**src/rtl/mem_port_arbiter_pkg.sv**
```systemverilog
// Shared types and constants for the unified-memory port arbiter.
// Latency: n/a (declarations only).
// Backpressure: n/a.
package mips_arb_pkg;

    localparam int ADDR_W_DEF   = 32;
    localparam int DATA_W_DEF   = 32;
    // Width of the fetch starvation counter; holds FETCH_MAX_WAIT up to 15.
    localparam int STARVE_CNT_W = 4;

    typedef enum logic [2:0] {
        IDLE   = 3'd0,
        BUSY_I = 3'd1,
        BUSY_D = 3'd2,
        RESP_I = 3'd3,
        RESP_D = 3'd4
    } arb_state_t;

endpackage

```
**src/rtl/mem_port_arbiter_if.sv**
```systemverilog
// Bundle of fetch, data and physical-memory handshake signals around the arbiter.
// Latency: n/a (wiring only).
// Backpressure: req held until valid (stages) / mem_req held until mem_ack (memory).
interface mem_port_arbiter_if
    import mips_arb_pkg::*;
#(
    parameter int ADDR_W = ADDR_W_DEF,
    parameter int DATA_W = DATA_W_DEF
);
    // fetch stage
    logic              if_req;
    logic [ADDR_W-1:0] if_addr;
    logic              if_valid;
    logic [DATA_W-1:0] if_rdata;
    // memory stage
    logic              d_req;
    logic              d_we;
    logic [ADDR_W-1:0] d_addr;
    logic [DATA_W-1:0] d_wdata;
    logic              d_valid;
    logic [DATA_W-1:0] d_rdata;
    // stalls
    logic              stall_if;
    logic              stall_mem;
    // physical memory
    logic              mem_req;
    logic              mem_we;
    logic [ADDR_W-1:0] mem_addr;
    logic [DATA_W-1:0] mem_wdata;
    logic              mem_ack;
    logic [DATA_W-1:0] mem_rdata;

    // Arbiter view.
    modport master (
        input  if_req, if_addr, d_req, d_we, d_addr, d_wdata, mem_ack, mem_rdata,
        output if_valid, if_rdata, d_valid, d_rdata, stall_if, stall_mem,
        output mem_req, mem_we, mem_addr, mem_wdata
    );

    // Environment view: pipeline stages plus the memory.
    modport slave (
        output if_req, if_addr, d_req, d_we, d_addr, d_wdata, mem_ack, mem_rdata,
        input  if_valid, if_rdata, d_valid, d_rdata, stall_if, stall_mem,
        input  mem_req, mem_we, mem_addr, mem_wdata
    );

endinterface

```
**src/rtl/mem_port_arbiter_starve_cnt.sv**
```systemverilog
// Counts data grants won while a fetch waits; flags when fetch must be forced.
// Latency: forced flag is combinational from the registered count and if_req.
// Backpressure: none; clears on any fetch grant or when if_req drops.
module arb_starve_cnt
    import mips_arb_pkg::*;
#(
    parameter int FETCH_MAX_WAIT = 4
) (
    input  logic clk,
    input  logic rst_n,
    input  logic if_req_i,
    input  logic d_grant_i,
    input  logic i_grant_i,
    output logic forced_o
);

    logic [STARVE_CNT_W-1:0] cnt_q;
    logic [STARVE_CNT_W-1:0] cnt_d;

    // Next count: clear on fetch grant / no fetch pending, bump on data grant.
    always_comb begin
        cnt_d = cnt_q;
        if (!if_req_i || i_grant_i) begin
            cnt_d = '0;
        end else if (d_grant_i && (cnt_q != '1)) begin
            cnt_d = cnt_q + STARVE_CNT_W'(1);
        end
    end

    // Counter register.
    always_ff @(posedge clk or negedge rst_n) begin
        if (!rst_n) begin
            cnt_q <= '0;
        end else begin
            cnt_q <= cnt_d;
        end
    end

    assign forced_o = if_req_i && (cnt_q == STARVE_CNT_W'(FETCH_MAX_WAIT));

endmodule

```
**src/rtl/mem_port_arbiter.sv**
```systemverilog
// Shares one single-ported memory between fetch (read) and mem stage (read/write); optional MEM_ARB_PERF_EN adds perf counters.
// Latency: request seen in IDLE -> mem_req next cycle -> valid one cycle after mem_ack (min 2 cycles).
// Backpressure: one access in flight; losers see stall_x until their valid pulse; mem_req held until mem_ack.
module mem_port_arbiter
    import mips_arb_pkg::*;
#(
    parameter int ADDR_W         = ADDR_W_DEF,
    parameter int DATA_W         = DATA_W_DEF,
    parameter int FETCH_MAX_WAIT = 4
) (
    input  logic                clk,
    input  logic                rst_n,
    mem_port_arbiter_if.master  bus
`ifdef MEM_ARB_PERF_EN
    ,
    output logic [31:0]         perf_conflict_cnt,
    output logic [31:0]         perf_force_cnt
`endif
);

    arb_state_t        state_q;
    logic              mem_req_q;
    logic              mem_we_q;
    logic [ADDR_W-1:0] mem_addr_q;
    logic [DATA_W-1:0] mem_wdata_q;
    logic              if_valid_q;
    logic              d_valid_q;
    logic [DATA_W-1:0] if_rdata_q;
    logic [DATA_W-1:0] d_rdata_q;

    logic forced;
    logic d_grant;
    logic i_grant;

    // Data wins unless the fetch has been starved long enough to be forced.
    assign d_grant = (state_q == IDLE) && bus.d_req && !forced;
    assign i_grant = (state_q == IDLE) && bus.if_req && (forced || !bus.d_req);

    arb_starve_cnt #(
        .FETCH_MAX_WAIT (FETCH_MAX_WAIT)
    ) u_starve (
        .clk       (clk),
        .rst_n     (rst_n),
        .if_req_i  (bus.if_req),
        .d_grant_i (d_grant),
        .i_grant_i (i_grant),
        .forced_o  (forced)
    );

    // Arbitration FSM with registered memory-side and response outputs.
    always_ff @(posedge clk or negedge rst_n) begin
        if (!rst_n) begin
            state_q     <= IDLE;
            mem_req_q   <= 1'b0;
            mem_we_q    <= 1'b0;
            mem_addr_q  <= '0;
            mem_wdata_q <= '0;
            if_valid_q  <= 1'b0;
            d_valid_q   <= 1'b0;
            if_rdata_q  <= '0;
            d_rdata_q   <= '0;
        end else begin
            if_valid_q <= 1'b0;
            d_valid_q  <= 1'b0;
            case (state_q)
                IDLE: begin
                    if (d_grant) begin
                        mem_req_q   <= 1'b1;
                        mem_we_q    <= bus.d_we;
                        mem_addr_q  <= bus.d_addr;
                        mem_wdata_q <= bus.d_wdata;
                        state_q     <= BUSY_D;
                    end else if (i_grant) begin
                        mem_req_q   <= 1'b1;
                        mem_we_q    <= 1'b0;
                        mem_addr_q  <= bus.if_addr;
                        mem_wdata_q <= '0;
                        state_q     <= BUSY_I;
                    end
                end
                BUSY_I: begin
                    if (bus.mem_ack) begin
                        if_rdata_q <= bus.mem_rdata;
                        mem_req_q  <= 1'b0;
                        if_valid_q <= 1'b1;
                        state_q    <= RESP_I;
                    end
                end
                BUSY_D: begin
                    if (bus.mem_ack) begin
                        // Stores leave the last load data untouched.
                        if (!mem_we_q) begin
                            d_rdata_q <= bus.mem_rdata;
                        end
                        mem_req_q <= 1'b0;
                        d_valid_q <= 1'b1;
                        state_q   <= RESP_D;
                    end
                end
                // No arbitration here: a just-served requester's stale req must not win again.
                RESP_I, RESP_D: begin
                    state_q <= IDLE;
                end
                default: begin
                    state_q <= IDLE;
                end
            endcase
        end
    end

    assign bus.mem_req   = mem_req_q;
    assign bus.mem_we    = mem_we_q;
    assign bus.mem_addr  = mem_addr_q;
    assign bus.mem_wdata = mem_wdata_q;
    assign bus.if_valid  = if_valid_q;
    assign bus.if_rdata  = if_rdata_q;
    assign bus.d_valid   = d_valid_q;
    assign bus.d_rdata   = d_rdata_q;
    assign bus.stall_if  = bus.if_req & ~if_valid_q;
    assign bus.stall_mem = bus.d_req & ~d_valid_q;

`ifdef MEM_ARB_PERF_EN
    logic [31:0] conflict_q;
    logic [31:0] force_q;

    // Saturating counts of IDLE-cycle conflicts and forced fetch grants.
    always_ff @(posedge clk or negedge rst_n) begin
        if (!rst_n) begin
            conflict_q <= '0;
            force_q    <= '0;
        end else begin
            if ((state_q == IDLE) && bus.if_req && bus.d_req && (conflict_q != '1)) begin
                conflict_q <= conflict_q + 32'd1;
            end
            if (i_grant && forced && (force_q != '1)) begin
                force_q <= force_q + 32'd1;
            end
        end
    end

    assign perf_conflict_cnt = conflict_q;
    assign perf_force_cnt    = force_q;
`endif

endmodule

```
**src/flat_wrapper.sv**
```systemverilog
// flat-port wrapper written by rule: the top's interface ports become plain ports
module mem_port_arbiter_flat import mips_arb_pkg::*;
#(
    parameter int ADDR_W         = ADDR_W_DEF,
    parameter int DATA_W         = DATA_W_DEF,
    parameter int FETCH_MAX_WAIT = 4
)
  (clk, rst_n, bus_if_req, bus_if_addr, bus_d_req, bus_d_we, bus_d_addr, bus_d_wdata, bus_mem_ack, bus_mem_rdata, bus_if_valid, bus_if_rdata, bus_d_valid, bus_d_rdata, bus_stall_if, bus_stall_mem, bus_mem_req, bus_mem_we, bus_mem_addr, bus_mem_wdata);
  mem_port_arbiter_if #(.ADDR_W(ADDR_W), .DATA_W(DATA_W)) bus_i ();
  input  logic clk;
  input  logic rst_n;
  input wire logic [$bits(bus_i.if_req)-1:0] bus_if_req;
  input wire logic [$bits(bus_i.if_addr)-1:0] bus_if_addr;
  input wire logic [$bits(bus_i.d_req)-1:0] bus_d_req;
  input wire logic [$bits(bus_i.d_we)-1:0] bus_d_we;
  input wire logic [$bits(bus_i.d_addr)-1:0] bus_d_addr;
  input wire logic [$bits(bus_i.d_wdata)-1:0] bus_d_wdata;
  input wire logic [$bits(bus_i.mem_ack)-1:0] bus_mem_ack;
  input wire logic [$bits(bus_i.mem_rdata)-1:0] bus_mem_rdata;
  output wire logic [$bits(bus_i.if_valid)-1:0] bus_if_valid;
  output wire logic [$bits(bus_i.if_rdata)-1:0] bus_if_rdata;
  output wire logic [$bits(bus_i.d_valid)-1:0] bus_d_valid;
  output wire logic [$bits(bus_i.d_rdata)-1:0] bus_d_rdata;
  output wire logic [$bits(bus_i.stall_if)-1:0] bus_stall_if;
  output wire logic [$bits(bus_i.stall_mem)-1:0] bus_stall_mem;
  output wire logic [$bits(bus_i.mem_req)-1:0] bus_mem_req;
  output wire logic [$bits(bus_i.mem_we)-1:0] bus_mem_we;
  output wire logic [$bits(bus_i.mem_addr)-1:0] bus_mem_addr;
  output wire logic [$bits(bus_i.mem_wdata)-1:0] bus_mem_wdata;
  assign bus_i.if_req = bus_if_req;
  assign bus_i.if_addr = bus_if_addr;
  assign bus_i.d_req = bus_d_req;
  assign bus_i.d_we = bus_d_we;
  assign bus_i.d_addr = bus_d_addr;
  assign bus_i.d_wdata = bus_d_wdata;
  assign bus_i.mem_ack = bus_mem_ack;
  assign bus_i.mem_rdata = bus_mem_rdata;
  assign bus_if_valid = bus_i.if_valid;
  assign bus_if_rdata = bus_i.if_rdata;
  assign bus_d_valid = bus_i.d_valid;
  assign bus_d_rdata = bus_i.d_rdata;
  assign bus_stall_if = bus_i.stall_if;
  assign bus_stall_mem = bus_i.stall_mem;
  assign bus_mem_req = bus_i.mem_req;
  assign bus_mem_we = bus_i.mem_we;
  assign bus_mem_addr = bus_i.mem_addr;
  assign bus_mem_wdata = bus_i.mem_wdata;
  mem_port_arbiter #(.ADDR_W(ADDR_W), .DATA_W(DATA_W), .FETCH_MAX_WAIT(FETCH_MAX_WAIT)) u_core (.clk(clk), .rst_n(rst_n), .bus(bus_i));
endmodule
```
**config.mk**
```make
export PLATFORM = sky130hd
export DESIGN_NAME = mem_port_arbiter_flat
export DESIGN_NICKNAME = d
export VERILOG_FILES = /design/src/rtl/mem_port_arbiter_pkg.sv /design/src/rtl/mem_port_arbiter_if.sv /design/src/rtl/mem_port_arbiter_starve_cnt.sv /design/src/rtl/mem_port_arbiter.sv /design/src/flat_wrapper.sv
export SDC_FILE = /design/constraint.sdc
export NUM_CORES = 1
export LEC_CHECK = 0
export CAP_MARGIN = 40
export CORE_UTILIZATION = 45
export DETAILED_ROUTE_END_ITERATION = 8
export PLACE_DENSITY = 0.87
export SLEW_MARGIN = 25
export SYNTH_ARGS = -nofsm -noshare
export SYNTH_HDL_FRONTEND = slang
export SYNTH_SLANG_ARGS = --single-unit
export TNS_END_PERCENT = 1
```
**constraint.sdc**
```tcl
create_clock -name clk -period 3.5 [get_ports clk]
set_clock_uncertainty 0.15 [all_clocks]
set_input_delay 0.35 -clock clk [delete_from_list [all_inputs] [get_ports clk]]
set_output_delay 0.35 -clock clk [all_outputs]
set_load 0.05 [all_outputs]
```
### Word-level counts from Yosys, hierarchy flattened

Cells that the tools add are included.

* bitwise operators: 5
* multiplexer cells: 20
* eq/ne operators: 8
* add/sub/neg operators: 1
* reduce and logical (&&, ||, !) cells: 21

Operators with widths (count)
* $mux 32: 4
* $mux 3: 4
* $pmux 3 s3: 1
* $reduce_and 3->1: 3
* $mux 1: 8
* $mux 4: 2
* $logic_and 1x1->1: 6
* $reduce_bool 2->1: 3
* $add 4x1->4 const B: 1
* $eq 4x3->1 const B: 1
* $ne 2x2->1 const B: 2
* $ne 4x4->1 const B: 1
* $reduce_and 2->1: 2
* $eq 3x1->1 const B: 1
* $eq 3x2->1 const B: 1
* $logic_not 1->1: 3
* $logic_not 3->1: 1
* $ne 3x3->1 const B: 1
* $not 1->1: 3
* $and 1x1->1: 2
* $logic_or 1x1->1: 2
* $ne 2x1->1 const B: 1
* $pmux 1 s2: 1
* $reduce_or 2->1: 1

* register bits: 139
* output and inout bits: 134
* logic and storage cells: 65

### Longest topological paths before layout

Gate-level depths: netlist of run 1.

* depth in word-level cells: 7
* mapped depth: 7

### Cells and area by module

Synthesis of run 1 repeated with hierarchy kept, for this count alone.

* cells, all modules: 413
* area total of the unflattened synthesis: 5805.6 µm²

Modules (own cells, without submodules)
* mem_port_arbiter: sequential area each 3378.2 µm², area each 5572.8 µm², times used 1, cells each 387
* arb_starve_cnt: sequential area each 100.1 µm², area each 232.7 µm², times used 1, cells each 26

### Worst setup path before layout of run 1

No wires, ideal clock.

* path kind: in2out
* from: in bus_d_req
* to: out bus_stall_mem
* required time: 3.000 ns
* setup slack: 1.550 ns
* cell stages on the path: 3
* arrival: 1.450 ns
* cell sequence: clkinv_1 clkbuf_1 nor2_1

* longest elaborated chain between the ends: 1

Ends and longest elaborated chain
* from (decl): RTL line flat_wrapper.sv:14 `input wire logic [$bits(bus_i.d_req)-1:0] bus_d_req;`
* $and 1x1->1: RTL line mem_port_arbiter.sv:120 `assign bus.stall_mem = bus.d_req & ~d_valid_q;`
* to (decl): RTL line flat_wrapper.sv:25 `output wire logic [$bits(bus_i.stall_mem)-1:0] bus_stall_mem;`

Every way passes these cells.

### Final worst setup path of run 1

* from: in bus_if_req
* to: out bus_stall_if

* longest elaborated chain between the ends: 1

Ends and longest elaborated chain
* from (decl): RTL line flat_wrapper.sv:12 `input wire logic [$bits(bus_i.if_req)-1:0] bus_if_req;`
* $and 1x1->1: RTL line mem_port_arbiter.sv:119 `assign bus.stall_if = bus.if_req & ~if_valid_q;`
* to (decl): RTL line flat_wrapper.sv:24 `output wire logic [$bits(bus_i.stall_if)-1:0] bus_stall_if;`

Every way passes these cells.

==> flow_summary.ini, run 1 <==
[floorplan]
die_y_microns = 115.5
die_x_microns = 115.5
num_rows = 41
start_util_pct = 46.08
die_area_sq_um = 13330
core_area_sq_um = 12570
ios = 268

[clock_network]
numCtsBuffers = 17
h-tree-depth = 4
clock-sinks = 139
clock_latency_ns = 0.41
cts-root-buf = clkbuf_16
clk_pin_slew_ns = 0.06
clk_path_buf_depth = 2
cts_resized = 0
cts_tree = yes

[status]
status = completed

[yosys]
ys_seq_elements = 139
synth_cell_types = 38
ys_warn_count = 0
syn_area_sq_um = 5792
yosysMostFrequentCell = dfrtp_1
ys_seq_area_share_pct = 60.06
synth_top_cell_by_area = dfrtp_1
synthCells = 455
synth_edf_count = 0
synth-async-reset-ratio_pct = 100.0
synth_top_area_share_pct = 60.06
netlist_top_cells_area = dfrtp_1, mux2_2, a22o_1
synthTopCellsByCount = dfrtp_1, mux2_2, a21oi_1
syn-num-nets = 591
ys.flop_type = dfrtp_1
avgSynthCellArea_sq_um = 12.73

[finish]
layout.nets = 844
post-route-util_pct = 73.84
area_growth_pct = 60.23
antenna_cells = 0
layout-drive-gt1-share_pct = 15.95
fin_area_sq_um = 9280

[sta]
drv_slew = 0
min_period_ns = 2.469
rsz0062_at_grt = no
setup_viol = 0
finalSetupTns_ns = 0
worst_pin_slew_ns = 0.7129
timing.final.hold_violations = 0
max-slew-margin-rel_pct = 52.47
fin_crit_sh_pct = 70.55
max_clock_freq_mhz = 405.0

[run]
cap_violations = 0

[drt]
wl_met2_microns = 8508
dr_wl_met3_microns = 1913
vias = 4998
first_pass_iters = 5
antenna_left = 0
wl_per_cell_microns = 19.59
drt_iter0_drc = 529
routed_wl_microns = 17490
routed.top_layer = met4
drc = 0
wl_met1_microns = 6610
via_per_inst = 5.597

[place]
dpl.hpwl_microns = 11640
io_buffers = 267
place_area_sq_um = 8573
finalWeightedCongestion = 0.8737

[global_route]
grt_use_total_pct = 26.79
antenna_found_initial = 0
grt_pass1_vias = 5227
grt_remaining_overflow = 0
grt_pass1_wl_microns = 26840
grt_max_degree = 93

[critical_path]
regToRegEndpoint = u_core.bus.mem_wdata[3]$_DFFE_PN0P_
cp.required_ns = 3.00
startpoint_type = input port
timing.rr.start = u_core.state_q[1]$_DFFE_PN0P_
end_kind = primary output
r2r_slack_ns = 1.26
crit_arrival_ns = 1.97
endpoint = bus_stall_if
critPathMaxFanout = 6
crit_path_start = bus_if_req
critical_path_class = in -> out
reg2regPathDepth = 5

[min_path]
hold_path_class = in -> async

[power]
vdd_drop_max_v = 0.0008246
power.density_nw_per_um2 = 1158
p_leak_nw = 3.790
[registers in the layout, summed over array words and instances (netlist names)]
| name | count |
|---|---|
| u_core.bus.mem_addr | 32 |
| u_core.bus.d_rdata | 32 |
| u_core.bus.mem_wdata | 32 |
| u_core.bus.if_valid | 1 |
| u_core.bus.mem_req | 1 |
| u_core.state_q | 3 |
| u_core.bus.d_valid | 1 |
| u_core.bus.if_rdata | 32 |
| u_core.u_starve.cnt_q | 4 |
| u_core.bus.mem_we | 1 |
[report_power, final]
| group | switching [mW] | internal, mW |
|---|---|---|
| clock | 0.695 | 1.34 |
| sequential | 0.475 | 2.36 |
| combinational | 3.80 | 2.08 |
| total | 4.97 | 5.78 |
[critical path: stages]
cell	delay, ns
clkdlybuf4s50_1	0.61
inv_2	0.07
nor2_1	0.11
clkdlybuf4s50_1	0.83
[per-layer routing]
layer  track usage (%)  vias up
met5                 0        -
met4             12.73        0
met3             11.56       38
met2             43.91      289
met1             30.15     2443
li1                  -     2228
[layout make-up]
cell class	instances	area [sq um]
clock buffer	17	425.4
clock inverter	15	244.0
fill	791	3288
inverter	5	18.77
multi-input combinational	267	2097
sequential	139	3478
tap	172	215.2
timing repair buffer	278	2801
[through the flow]
stage                     std cells  worst slack, ns  hold WS [ns]  total power [mW]
after global routing            893           0.9519        0.2430             11.18
after CTS                       892            1.025        0.3523             10.79
after global placement          859           0.9763        0.3152             8.532
after detailed placement        859            1.021        0.3277             8.690
after floorplan                 455            1.550      -0.09559             6.674
final                           893            1.031        0.2260             10.75
[worst min path at each step]
stage | from | end | slack (ns)
3_3_place_gp | rst_n | u_core.bus.mem_addr[2]$_DFFE_PN0P_ | 0.32
4_1_cts | u_core.bus.mem_wdata[13]$_DFFE_PN0P_ | u_core.bus.mem_wdata[13]$_DFFE_PN0P_ | 0.35
6_report | rst_n | u_core.bus.mem_addr[2]$_DFFE_PN0P_ | 0.23
2_1_floorplan | rst_n | u_core.bus.d_rdata[0]$_DFFE_PN0P_ | -0.1
3_5_place_dp | rst_n | u_core.bus.mem_addr[2]$_DFFE_PN0P_ | 0.33
5_1_grt | rst_n | u_core.bus.mem_addr[2]$_DFFE_PN0P_ | 0.24
[cells by family (layout without fill, tap and decap cells)]
logic type               count (synthesis)  after routing  synth area share, %
multiplexers                            64             64                12.44
flip-flops                             139            139                60.06
buffers and inverters                   49            315                4.191
XOR/XNOR                                 1              1               0.1512
AO/OA/AOI/OAI                          112            112                14.39
AND/OR/NAND/NOR                         88             88                8.339
adder cells (fa/ha/maj)                  2              2               0.4320
[cell usage in the layout (no fill, tap or decap), types with 4 or more instances in the layout]
cell,count
a22o_1,33
a21oi_1,37
a311oi_1,32
buf_4,8
clkinv_2,4
bufinv_16,6
nor2_1,36
nand2_1,4
clkdlybuf4s50_1,265
mux2_2,63
dfrtp_1,139
nor4_1,32
clkbuf_16,17
[repair_timing]
action,4_1_cts,5_1_grt
hold endpoints to repair,91,0
hold buffers,1,0
setup buffers,0,0
No activity file was read; power rests on OpenSTA's default activity.
==> inputs of run 2 (changes only) <==
--- a/config.mk
+++ b/config.mk
@@ -6,9 +6,9 @@
 export NUM_CORES = 1
 export LEC_CHECK = 0
 export CAP_MARGIN = 40
-export CORE_UTILIZATION = 45
+export CORE_UTILIZATION = 42
 export DETAILED_ROUTE_END_ITERATION = 8
-export PLACE_DENSITY = 0.87
+export PLACE_DENSITY = 0.82
 export SLEW_MARGIN = 25
 export SYNTH_ARGS = -nofsm -noshare
 export SYNTH_HDL_FRONTEND = slang
==> constraint.sdc (replaced) <==
create_clock -name clk -period 2.6 [get_ports clk]
set_clock_uncertainty 0.15 [all_clocks]
set_input_delay 0.26 -clock clk [delete_from_list [all_inputs] [get_ports clk]]
set_output_delay 0.26 -clock clk [all_outputs]
set_load 0.05 [all_outputs]
==> run 2 against run 1 <==
Sequential power is 34% higher. Final cell count is 1.0% higher. Via count is 0.82% lower. Core utilization is 4.2 points lower. Critical path depth stayed put. Combinational power is 36% higher. First-iteration DRC count is 54% lower. Clock-buffer cell count is 5 higher. Largest power group unchanged.
==> flow_summary.ini, run 2 (synthesized netlist as in run 1, its figures left out) <==
[status]
status = completed

[clock_network]
numCtsBuffers = 17
clk_pin_slew_ns = 0.06
cts-root-buf = clkbuf_16
cts_post_setup_buffers_inserted = 0
clock_latency_ns = 0.40
h-tree-depth = 4
clock-sinks = 139
cts_tree = yes
clk_path_buf_depth = 2

[finish]
seqCellArea_sq_um = 3478
multiInputGateArea_sq_um = 2095
nFillCells = 908
layout_commonest_cell = clkdlybuf4s50_1
layout.nets = 849
fin_cells = 902
area_growth_pct = 60.42
antenna_cells = 0
final_cell_mix = clkdlybuf4s50_1, dfrtp_1, mux2_2
layout-drive-gt1-share_pct = 16.25

[sta]
fin_crit_sh_pct = 82.72
max-slew-margin-rel_pct = 56.51
worst_pin_slew_ns = 0.6524
drv_slew = 0
timing.final.hold_violations = 0
min_period_ns = 2.151
rsz0062_at_grt = no
max_clock_freq_mhz = 465.0
finalSetupTns_ns = 0
setup_viol = 0

[floorplan]
ios = 268
die_y_microns = 119.4
num_rows = 42
die_area_sq_um = 14260
core_area_sq_um = 13350
die_x_microns = 119.4
start_util_pct = 43.39

[critical_path]
cp.required_ns = 2.79
crit_arrival_ns = 2.34
startpoint_type = flop
critPathMaxFanout = 34
end_kind = flop
critical_path_class = reg -> reg

[drt]
wl_per_cell_microns = 19.17
drt_iter0_drc = 245
first_pass_iters = 4
antenna_left = 0
routed_wl_microns = 17290
vias = 4957
via_per_inst = 5.496
drc = 0

[run]
cap_violations = 0

[place]
finalWeightedCongestion = 0.8222
dp.cells = 869
dpl.hpwl_microns = 11800
io_buffers = 267

[global_route]
grt_use_total_pct = 25.13
antenna_found_initial = 0
grt_pass1_wl_microns = 27590
grt_remaining_overflow = 0
grt_max_degree = 73
grt_pass1_vias = 5202

[power]
p_leak_nw = 3.793
power.density_nw_per_um2 = 1544
vdd_drop_max_v = 0.001044

[min_path]
hold_path_class = in -> async
## run 2: final timing paths
path / startpoint / end / slack [ns] / cells past startpoint
max: u_core.state_q[1]$_DFFE_PN0P_ / u_core.bus.mem_wdata[28]$_DFFE_PN0P_ / 0.45 / 4
min: rst_n / u_core.bus.mem_wdata[22]$_DFFE_PN0P_ / 0.29 / 2
max reg2reg: u_core.state_q[1]$_DFFE_PN0P_ / u_core.bus.mem_wdata[28]$_DFFE_PN0P_ / 0.45 / 4
min reg2reg: u_core.bus.mem_wdata[11]$_DFFE_PN0P_ / u_core.bus.mem_wdata[11]$_DFFE_PN0P_ / 0.35 / 1
max in group asynchronous: rst_n / u_core.bus.d_rdata[30]$_DFFE_PN0P_ / 1.24 / 3
min in group clk: bus_d_wdata[0] / u_core.bus.mem_wdata[0]$_DFFE_PN0P_ / 0.31 / 2
## run 2: repair_timing
item / in CTS / in global routing
gates resized for setup: 0 / 0
hold buffers: 1 / 0
endpoints found under the hold margin: 68 / 0
## run 2: metal layers
| layer | global-route usage (%) | share of wire [%] |
|---|---|---|
| met5 | 0 | 0 |
| met3 | 11.02 | 11 |
| met4 | 12.11 | 3.0 |
| met2 | 39.68 | 48 |
| met1 | 29.23 | 38 |
## run 2: stage by stage
| step | hold WS (ns) | area [sq um] | utilization, % | total power [mW] | setup slack [ns] |
|---|---|---|---|---|---|
| 3_5_place_dp | 0.1651 | 8643 | 64.75 | 11.76 | 0.4082 |
| 5_1_grt | 0.2958 | 9291 | 69.61 | 14.95 | 0.3306 |
| 3_3_place_gp | 0.1591 | 8643 | 64.75 | 11.59 | 0.4604 |
| 4_1_cts | 0.2925 | 9291 | 69.61 | 14.44 | 0.4519 |
| 2_1_floorplan | -0.1856 | 5792 | - | 8.985 | 0.7634 |
| 6_report | 0.2950 | 9291 | 69.61 | 14.34 | 0.4494 |
## run 2: area by class of cell
class / count / area share [%]
well taps: 176 / 2.370
repair buffers: 283 / 30.58
flip-flops and latches: 139 / 37.44
inverters: 5 / 0.2020
multi-input cells: 267 / 22.54
clock inverters: 10 / 1.764
clock buffers: 22 / 5.104
## run 2: worst max-delay path: stages (launching register included)
cell and delay (ns):
dfrtp_1 0.52, or3_4 0.63, nor3_4 0.21, buf_4 0.34, a22o_1 0.22
## run 2: where the power goes
| group | switching [mW] | internal (mW) | total (mW) | leakage [nW] |
|---|---|---|---|---|
| Clock | 0.884 | 1.68 | 2.57 | 0.310 |
| Combinational | 5.13 | 2.85 | 7.98 | 1.81 |
| Sequential | 0.623 | 3.17 | 3.80 | 1.67 |
| Total | 6.63 | 7.71 | 14.3 | 3.79 |
==> patch, RTL diff (settings of run 2) <==
`STARVE_CNT_W`: 4 -> 6.
--- a/src/rtl/mem_port_arbiter_pkg.sv
+++ b/src/rtl/mem_port_arbiter_pkg.sv
@@ -7,5 +7,5 @@
     localparam int DATA_W_DEF   = 32;
     // Width of the fetch starvation counter; holds FETCH_MAX_WAIT up to 15.
-    localparam int STARVE_CNT_W = 4;
+    localparam int STARVE_CNT_W = 6;
 
     typedef enum logic [2:0] {
Formal check against the unedited RTL: same outputs for any inputs over 4 cycles, from zero or initial values and one cycle with rst_n low; that may be too few to reach the edited logic, so the function may still have changed.
==> patch against run 2 <==
Cell count is 3.4% lower. Area after synthesis is 4.1% lower. Power is 3.8% lower. Clock power is 9.7% lower. Via count is 9.6% lower. Core utilization is 0.87 points higher. Design area is 3.1% lower. Sequential cell count is 2 higher. Routed wire length is 6.9% lower. Critical path depth is 1 higher. Worst setup slack worse by 0.042 ns. Critical path type unchanged. Largest cell class unchanged. Highest routed layer unchanged.
==> patch: results (changes against run 2) <==
dp.cells: 839  # -3.5%
grt_usage_pct: 23.8  # -1.3 points
viasPerCell: 5.14  # -6.4%
status: "complete, no violations"
dpl_cell_area_sq_um: 8420  # -2.6%
p_sw_uw: 6400  # -3.5%
yosysSeqAreaShare_pct: 63.5  # +3.5 points
critPathLaunchType: "register"
synth-async-reset-ratio_pct: 100  # unchanged
clkLatencyLatePin_ns: 0.41
ys_types: 34  # -11%
syn_avg_cell_area_sq_um: 13.2  # +3.9%
syn-num-nets: 556  # -5.9%
relSlewSlack_pct: 61.5  # +5.0 points
synth_common_cells: "dfrtp_1 (141), mux2_2 (62), a22o_1 (33), nand2_1 (33), o22ai_1 (33)"
ctsHtreeMaxLevel: 4  # unchanged
antenna_found_initial: 0  # unchanged
first_pass_iters: 4  # unchanged
cts_buffers: 17  # unchanged
vias: 4481  # -9.6%
grt_max_degree: 98  # +34%
nets: 823  # -3.1%
power_density_nw_per_um2: 1530  # -0.69%
synth_area_leaders: "dfrtp_1 (64%), mux2_2 (13%), a22o_1 (5.2%), o22ai_1 (3.7%), o21ai_0 (2.8%)"
irDropWorstVdd_uv: 1200  # +15%
routed_wl_mm: 16.1  # -6.9%
nFillCells: 871  # -4.1%
hold_class: "input pin to asynchronous set/reset pin"
drtIter0Drc: 217  # -11%
clk_pin_slew_ns: 0.06  # about the same
leakagePower_uw: 0.00376  # -0.99%
cp.arrival_ns: 2.36  # +0.02 ns
gp_congestion: 0.824  # +0.27%
yosysWarnings: 0  # unchanged
dpl.hpwl_mm: 11.6  # -1.8%
grt_pass1_vias: 4594  # -12%
final_layout_size_suffix_gt1_share_pct: 15.9  # -0.37 points
cts_root_buf: "clkbuf_16"
cp_max_fo: 34  # unchanged
grt_pass1_wl_mm: 23.8  # -14%
==> patch: cell families (layout without fill, tap and decap cells) <==
family                     count (synthesis)  after routing  share of synthesized area [%]
AOI/OAI and AO/OA                        118            118                           14.3
DFF                                      141            141                           63.5
and+or+nand+nor                           63             63                           5.45
muxes                                     64             64                           13.0
adders and majority gates                  2              2                          0.450
buffers and inverters                     32            311                           3.27
==> patch: repair_timing <==
action,in CTS,in global routing
hold buffers,1,0
setup endpoints to repair,0,0
hold endpoints to repair,54,0
setup buffers,0,0
==> patch: power by group through the flow <==
stage	Sequential (uW)	Clock (uW)	Combinational, uW
2_1_floorplan	7130	0	1620
3_3_place_gp	3730	0	7620
3_5_place_dp	3800	0	7720
4_1_cts	3780	2360	7760
5_1_grt	3880	2460	8060
6_report	3770	2320	7710
==> patch: per-layer routing <==
layer  vias up  wire length [um]  share of wire, %  GRT usage [%]
met3        35              1780                11           10.8
li1       2078                 -                 -              -
met5         -                 0                 0              0
met1      2140              6030                37           25.1
met4         0               405               2.5           10.7
met2       228              7880                49           40.9
==> patch: area by class of cell <==
cell class / count / share of cell area [%]
Clock inverter: 5 / 0.612
Timing Repair Buffer: 277 / 31.2
Multi-Input combinational cell: 247 / 20.7
Tap cell: 172 / 2.39
Sequential cell: 141 / 39.2
Clock buffer: 26 / 5.77
Inverter: 3 / 0.125
==> patch: critical path, cell delays in order (launching register included) <==
cell and delay, ns:
dfrtp_1 0.44, nor4b_2 0.52, a31o_2 0.27, buf_4 0.35, o22ai_1 0.14, o21ai_0 0.20
==> patch: per-stage QoR <==
| step | setup WS, ns | power, uW |
|---|---|---|
| 3_3_place_gp | 0.487 | 11300 |
| 5_1_grt | 0.237 | 14400 |
| 3_5_place_dp | 0.421 | 11500 |
| 6_report | 0.407 | 13800 |
| 4_1_cts | 0.395 | 13900 |
| 2_1_floorplan | 0.706 | 8750 |
==> patch: worst paths after layout <==
check / startpoint / endpoint / slack (ns) / cells past startpoint
max in group asynchronous: rst_n / u_core.bus.d_rdata[27] / 1.37 / 3
max reg2reg: u_core.u_starve.cnt_q[3] / u_core.bus.mem_addr[11] / 0.41 / 5
min: rst_n / u_core.bus.d_rdata[17] / 0.21 / 2
min in group clk: bus_d_wdata[16] / u_core.bus.mem_wdata[16] / 0.30 / 2
min reg2reg: u_core.bus.mem_addr[13] / u_core.bus.mem_addr[13] / 0.33 / 2
max: u_core.u_starve.cnt_q[3] / u_core.bus.mem_addr[11] / 0.41 / 5
